**src/rtl/ws2812_pattern_gen.sv**
```systemverilog
// Purpose: per-pixel colour source for a WS2812 matrix; pattern by mode over a rotating, writable palette.
// Latency: fixed 2 clk from the start rising edge to done; fully pipelined, one request per edge.
// Backpressure: none; every start edge is answered exactly once, and the consumer must take odata on done.
//
// Ports:
//   clk, rst_n            clock, asynchronous active-low reset
//   start, iaddr          request strobe (rising edge) and pixel address {row, col}
//   mode, bright          pattern select and per-byte right shift, both captured on the edge
//   odata, done           registered pixel colour and its one-cycle valid pulse
//   dir, pause            palette rotation direction and hold
//   pal_we/waddr/wdata    synchronous palette write port
module ws2812_pattern_gen #(
  parameter int ROW_BITS = 3,
  parameter int COL_BITS = 3,
  parameter int W_DATA   = 24,
  parameter int PAL_BITS = 3,
  parameter int PERIOD   = 30000000
) (
  input  logic                         clk,
  input  logic                         rst_n,
  input  logic                         start,
  input  logic [ROW_BITS+COL_BITS-1:0] iaddr,
  output logic [W_DATA-1:0]            odata,
  output logic                         done,
  input  logic [1:0]                   mode,
  input  logic                         dir,
  input  logic                         pause,
  input  logic [2:0]                   bright,
  input  logic                         pal_we,
  input  logic [PAL_BITS-1:0]          pal_waddr,
  input  logic [W_DATA-1:0]            pal_wdata
);

  localparam int N_COLORS = 1 << PAL_BITS;
  localparam int N_LANES  = W_DATA / 8;
  localparam int CNT_W    = (PERIOD > 1) ? $clog2(PERIOD) : 1;
  localparam logic [CNT_W-1:0] CNT_MAX = CNT_W'(PERIOD - 1);

  // Power-on palette, GRB byte order, fitted to W_DATA.
  function automatic logic [W_DATA-1:0] default_color(input int i);
    logic [23:0] c;
    case (i % 8)
      0:       c = 24'h010F01;
      1:       c = 24'h0F1F01;
      2:       c = 24'h0F0F01;
      3:       c = 24'h0F0101;
      4:       c = 24'h01010F;
      5:       c = 24'h01012F;
      6:       c = 24'h01803F;
      default: c = 24'h0F0F0F;
    endcase
    return W_DATA'(c);
  endfunction

  logic                start_q;
  logic [CNT_W-1:0]    cnt_q, cnt_d;
  logic [PAL_BITS-1:0] rot_q, rot_d;
  logic                s1_vld_q, s1_vld_d;
  logic [PAL_BITS-1:0] idx_q, idx_d;
  logic [2:0]          bright_q, bright_d;
  logic [W_DATA-1:0]   odata_q, odata_d;
  logic                done_q, done_d;
  logic [W_DATA-1:0]   pal_q [N_COLORS];
  logic [W_DATA-1:0]   pal_d [N_COLORS];

  logic [ROW_BITS-1:0] row;
  logic [COL_BITS-1:0] col;
  logic [PAL_BITS-1:0] row_p, col_p, f_val;
  logic                edge_det;

  always_comb begin
    row      = iaddr[ROW_BITS+COL_BITS-1:COL_BITS];
    col      = iaddr[COL_BITS-1:0];
    row_p    = PAL_BITS'(row);
    col_p    = PAL_BITS'(col);
    case (mode)
      2'd0:    f_val = row_p ^ col_p;
      2'd1:    f_val = row_p + col_p;
      2'd2:    f_val = row_p;
      default: f_val = '0;
    endcase
    edge_det = start & ~start_q;

    // Rotation: step rot each time the period counter wraps.
    cnt_d = cnt_q;
    rot_d = rot_q;
    if (!pause) begin
      if (cnt_q == CNT_MAX) begin
        cnt_d = '0;
        rot_d = dir ? rot_q - 1'b1 : rot_q + 1'b1;
      end else begin
        cnt_d = cnt_q + 1'b1;
      end
    end

    // Stage 1 uses the current rot_q, so a step landing on the edge cycle
    // does not affect this request.
    s1_vld_d = edge_det;
    idx_d    = edge_det ? f_val + rot_q : idx_q;
    bright_d = edge_det ? bright : bright_q;

    // Stage 2 reads pal_q before this cycle's write lands: old data on collision.
    done_d  = s1_vld_q;
    odata_d = odata_q;
    if (s1_vld_q) begin
      for (int l = 0; l < N_LANES; l++) begin
        odata_d[l*8 +: 8] = pal_q[idx_q][l*8 +: 8] >> bright_q;
      end
    end

    pal_d = pal_q;
    if (pal_we) begin
      pal_d[pal_waddr] = pal_wdata;
    end
  end

  always_ff @(posedge clk or negedge rst_n) begin
    if (!rst_n) begin
      // start_q resets high so a start held through reset is not an edge.
      start_q  <= 1'b1;
      cnt_q    <= '0;
      rot_q    <= '0;
      s1_vld_q <= 1'b0;
      idx_q    <= '0;
      bright_q <= '0;
      odata_q  <= '0;
      done_q   <= 1'b0;
      for (int i = 0; i < N_COLORS; i++) begin
        pal_q[i] <= default_color(i);
      end
    end else begin
      start_q  <= start;
      cnt_q    <= cnt_d;
      rot_q    <= rot_d;
      s1_vld_q <= s1_vld_d;
      idx_q    <= idx_d;
      bright_q <= bright_d;
      odata_q  <= odata_d;
      done_q   <= done_d;
      pal_q    <= pal_d;
    end
  end

  assign odata = odata_q;
  assign done  = done_q;

endmodule

```
**config.mk**
```make
export PLATFORM = sky130hd
export DESIGN_NAME = ws2812_pattern_gen
export DESIGN_NICKNAME = d
export VERILOG_FILES = /design/src/rtl/ws2812_pattern_gen.sv
export SDC_FILE = /design/constraint.sdc
export NUM_CORES = 1
export LEC_CHECK = 0
export ABC_AREA = 1
export BUFFER_PORTS_ARGS = -buffer_cell sky130_fd_sc_hd__buf_4
export CORE_ASPECT_RATIO = 1.75
export CORE_MARGIN = 3
export CORE_UTILIZATION = 38
export CTS_CLUSTER_DIAMETER = 120
export CTS_CLUSTER_SIZE = 20
export DETAILED_ROUTE_END_ITERATION = 8
export PLACE_DENSITY = 0.61
export SYNTH_ARGS = -nofsm -noshare
export SYNTH_HDL_FRONTEND = slang
export SYNTH_SLANG_ARGS = --single-unit
```
**constraint.sdc**
```tcl
create_clock -name clk -period 1.8 [get_ports clk]
set_input_delay 0.27 -clock clk [delete_from_list [all_inputs] [get_ports clk]]
set_output_delay 0.27 -clock clk [all_outputs]
set_load 0.01 [all_outputs]
```
---- After elaboration in Yosys (flattened, before gate mapping) ----
Cells that the tools add are included.
W data, S select, Z words.
word-level totals
  flip-flop bits (word level) ............. 253
  bits of input ports ..................... 44
  output and inout bits ................... 25
  word-level logic and storage cells ...... 48
cells by class
  add/sub/neg operators ................... 5
  $lt $le $gt $ge ......................... 3
  eq/ne operators ......................... 3
  shift-type cells ........................ 3
  muxes and demuxes ....................... 9
  bitwise gates (word level) .............. 6
  reductions and logical operators ........ 3
operator list
  operator                 number
  $bwmux W192              1
  $bmux W24 S3             1
  $demux W24 S3            1
  $mux W24                 3
  $add A25 B1 Y25 const B  1
  $eq A25 B25 Y1 const B   1
  $mux W25                 1
  $shr A8 B3 Y8            3
  $pmux W3 S3              1
  $ge A4 B4 Y1 const B     2
  $not A3 Y4               2
  $add A3 B3 Y3            2
  $lt A4 B1 Y1 const B     1
  $add A3 B1 Y3 const B    1
  $mux W3                  1
  $sub A3 B1 Y3 const B    1
  $xor A3 B3 Y3            1
  $eq A2 B1 Y1 const B     1
  $eq A2 B2 Y1 const B     1
  $logic_not A2 Y1         1
  $not A1 Y1               2
  $reduce_and A2 Y1        1
  $and A1 B1 Y1            1
  $logic_and A1 B1 Y1      1

---- Logic depth before layout (Yosys ltp) ----
  depth in word-level cells ............... 6
  depth in mapped cells ................... 11
  depth with buffers taken out ............ 11

---- Worst setup path after synthesis ----
No wires, ideal clock.
  path kind ............................... input to register
  from .................................... input iaddr[0]
  to ...................................... register idx_q[2]
  library setup time ...................... 0.137 ns
  arrival time ............................ 1.842 ns
  data required time ...................... 1.663 ns
  path slack .............................. -0.179 ns
  stages on the path ...................... 8
  buffers on the path ..................... 0
  cell sequence ........................... ha_1 > fa_1 > a221oi_1 > fa_1 > xor2_1 > nand4_1 > nand3_1 > o21ai_0
between the ends
  longest elaborated chain between the ends .. 3
  elaborated cells on any way between the ends .. 4
  those cells by class .................... add/sub (2); mux (1); bitwise (1)
ends and longest elaborated chain
  what                                            RTL line  text
  start: declaration                              22        input logic [ROW_BITS+COL_BITS-1:0] iaddr,
  $add A3 B3 Y3 or $xor A3 B3 Y3 (tied branches)  78, 77
  $pmux W3 S3 *                                   76        case (mode)
  $add A3 B3 Y3 *                                 99        idx_d = edge_det ? f_val + rot_q : idx_q;
  end signal: assignment                          136       idx_q <= idx_d;
  end: declaration                                59        logic [PAL_BITS-1:0] idx_q, idx_d;
Every way passes the cells marked *; elsewhere a longest branch is shown, timed or not.
A chain may end at the register's enable or synchronous reset.

---- Worst setup path after layout ----
  from .................................... register idx_q[0]
  to ...................................... register odata_q[3] (netlist: odata[3])
between the ends
  longest elaborated chain between the ends .. 5
ends and longest elaborated chain
  what                              RTL line  text
  $not A3 Y4 (implied by the code)  107       odata_d[l*8 +: 8] = pal_q[idx_q][l*8 +: 8] >> bright_q;
  $bmux W24 S3                      107
  $mux W24 (2 in series)            -
  $shr A8 B3 Y8                     107
  end signal: assignment            138       odata_q <= odata_d;
  end: declaration                  61        logic [W_DATA-1:0] odata_q, odata_d;
No other way between the ends. The select of a mux whose other input is x is not followed.

==> metrics.yaml <==
status:
  status: "complete, but fails checks"
  violations: "setup timing"
logic_synthesis:
  netlist_instances: 1605
  synth_cell_types: 36
  yosys_most_used_dff: "dfrtp_1"
  synth-seq-cells: 253
  yosysWarnings: 0
  async_reset_ff_share_pct: 100
  synth_edf_count: 0
  syn-cell-area_sq_um: 12500
  avgSynthCellArea_sq_um: 7.76
  seq_area_frac_synth_pct: 51.5
  syn_nets: 1656
clocking:
  htreeDepth: 1
  tritoncts: "done"
  cts_root_buf: "clkbuf_16"
  clockBufferDepth: 3
  clk_pin_slew_ns: 0.09
  cts_buffers: 16
  cts.sinks: 253
  clk_latency_ns: 0.51
cells_and_area:
  mostFrequentLayoutCells: "nand2_1, o21ai_0, dfrtp_1"
  layout_commonest_cell: "nand2_1"
  fill_cells: 3118
  multiInputGateArea_sq_um: 5590
  final_cell_area_sq_um: 15200
  seq_area_sq_um: 6420
  final_nets: 1747
  area_growth_pct: 22.0
  num_antenna_cells: 0
  drive_gt1_share_pct: 19.3
  instances_no_fill: 2105
sta:
  period_share_pct: 103
  worst_slack_ns: -0.0541
  rsz0062_at_grt: "true"
  tns_ns: -0.191
  skew_ns: 0.0198
  fin_crit_ns: 1.85
  setup_violations: 5
  max_slew_margin_pct: 47.5
  worstMarginPinSlew_ns: 0.784
  slew_viol_final: 0
  fmax_ghz: 0.539
  final-hold-violation-count: 0
pwr:
  ir_worst_vdd_mv: 0.553
  power_density_nw_per_um2: 1070
  design_power_total_mw: 16.3
  p_leak_nw: 7.25
grt:
  grt_pass1_wl_um: 55900
  grtUsageMet3_pct: 1.93
  grt_pass1_vias: 10500
  overflow: 0
  top_usage_layer: "met2"
  gr-usage-met1_pct: 24.5
  grt_usage_pct: 19.6
  grt_max_degree: 54
  antenna_found_initial: 0
  met2_usage_pct: 35.3
place:
  place.gp.congestion: 0.889
  place_area_sq_um: 13900
  dp_cells: 2044
  port-buffer-count: 68
  dp_hpwl_um: 22900
floorplan:
  core_area_sq_um: 32300
  start_util_pct: 38.5
  rows: 87
  die_height_um: 246
  io_pins: 69
  die_w_um: 143
  die-area_sq_um: 35100
worst_setup_path:
  cp-end-kind: "flip-flop"
  criticalPathCategory: "reg -> reg"
  crit_slowest_cell: "dfrtp_4"
  cpPeakStageDelay_ns: 0.57
  crit_path_max_fanout: 8
  cp.required_ns: 2.19
  crit_chain: "buf_12 -> buf_12 -> o211ai_1 -> nand3_1 -> nand3_2 -> nand3_2 -> nand3_2 -> nand3_2"
  path_common_cell: "nand3_2"
  startpoint_type: "flip-flop"
  arrival_ns: 2.25
route:
  drc_errors: 0
  drtPass1Iterations: 6
  drt_iter0_drc: 769
  vias: 10900
  wl_um: 34200
  ant_nets: 0
  wl_per_cell_um: 16.2
  viasPerCell: 5.16
flow_run:
  cap_viol_max_count: 0
min_path:
  min_path_type: "in -> reg"
==> power breakdown <==
| group | leakage [nW] | switching [mW] | internal, mW |
|---|---|---|---|
| Sequential | 3.02 | 0.649 | 6.97 |
| Combinational | 4.01 | 2.96 | 1.97 |
| Clock | 0.225 | 1.95 | 1.77 |
==> what timing repair did <==
action | 4_1_cts | 5_1_grt
pin swaps | 5 | 52
gates resized for setup | 8 | 115
endpoints found under the hold margin | 68 | 0
endpoints found under the setup margin | 10 | 34
hold buffers | 27 | 0
cloned | 1 | 2
setup buffers | 0 | 4
==> Yosys cell counts, types with 4 or more instances <==
master      n  share of area [%]
buf_1       5               0.15
nor3_1     18               0.72
nor2_1    127                3.8
o21ai_1     4               0.16
o211ai_1   18                1.1
dfstp_2    65                 14
buf_2      24               0.96
nor4_1      4               0.20
buf_4       5               0.30
a21oi_1     4               0.16
inv_1     136                4.1
clkbuf_1   58                1.7
nand2_1   454                 14
dfrtp_1   188                 38
o21ai_0   244                9.8
ha_1        4               0.40
xor2_1     10               0.70
inv_2       4               0.12
nand3_1   192                7.7
nand4_1    14               0.70
==> final cells by class <==
type | instances | area share, %
clock buffers | 26 | 3.02
clock inverters | 1 | 0.0576
inverters | 142 | 3.54
multi-input cells | 1118 | 36.8
flip-flops and latches | 253 | 42.2
well taps | 400 | 3.29
repair buffers | 165 | 11.1
==> stage by stage <==
stage	hold WS, ns	setup WS [ns]	util [%]
floorplan	-0.0256	-0.0642	-
global placement	0.243	-0.309	42.9
detailed placement	0.245	-0.334	42.9
CTS	0.00509	-0.0191	45.4
global route	0.0170	-0.0837	47.0
finish	0.0159	-0.0541	47.0
==> cell families after synthesis <==
| group | share of synthesized area (%) |
|---|---|
| simple gates | 27.5 |
| fa+ha+maj | 0.884 |
| compound gates | 11.8 |
| xor+xnor | 0.914 |
| flops | 51.5 |
| buf+inv | 7.44 |
==> metal layers <==
layer,up-vias,wire length [um]
li1,5372,-
met1,5225,14100
met2,221,18200
met3,50,1160
met4,0,793
met5,-,0
==> worst paths after layout <==
kind	slack (ns)	start	end	depth (start not counted)
max	-0.05	idx_q[0]	odata[3]	8
min	0.02	pal_wdata[8]	pal_q[8]	3
min in group asynchronous	0.28	rst_n	cnt_q[4]	2
min reg2reg	0.48	done_d	done	0
max in group asynchronous	0.84	rst_n	pal_q[154]	3
max reg2reg	-0.05	idx_q[0]	odata[3]	8
==> registers in the layout (all words and copies together) (netlist names) <==
register  count
odata        24
cnt_q        25
done_d        1
bright_q      3
pal_q       192
done          1
rot_q         3
start_q       1
idx_q         3
==> worst max-delay path, delay by kind of cell, from the launching register on <==
kind	cells	cell delay (ns)
flops	1	0.57
buf+inv	2	0.33
compound gates	1	0.26
simple gates	5	0.56
(Power assumes the default switching activity.)
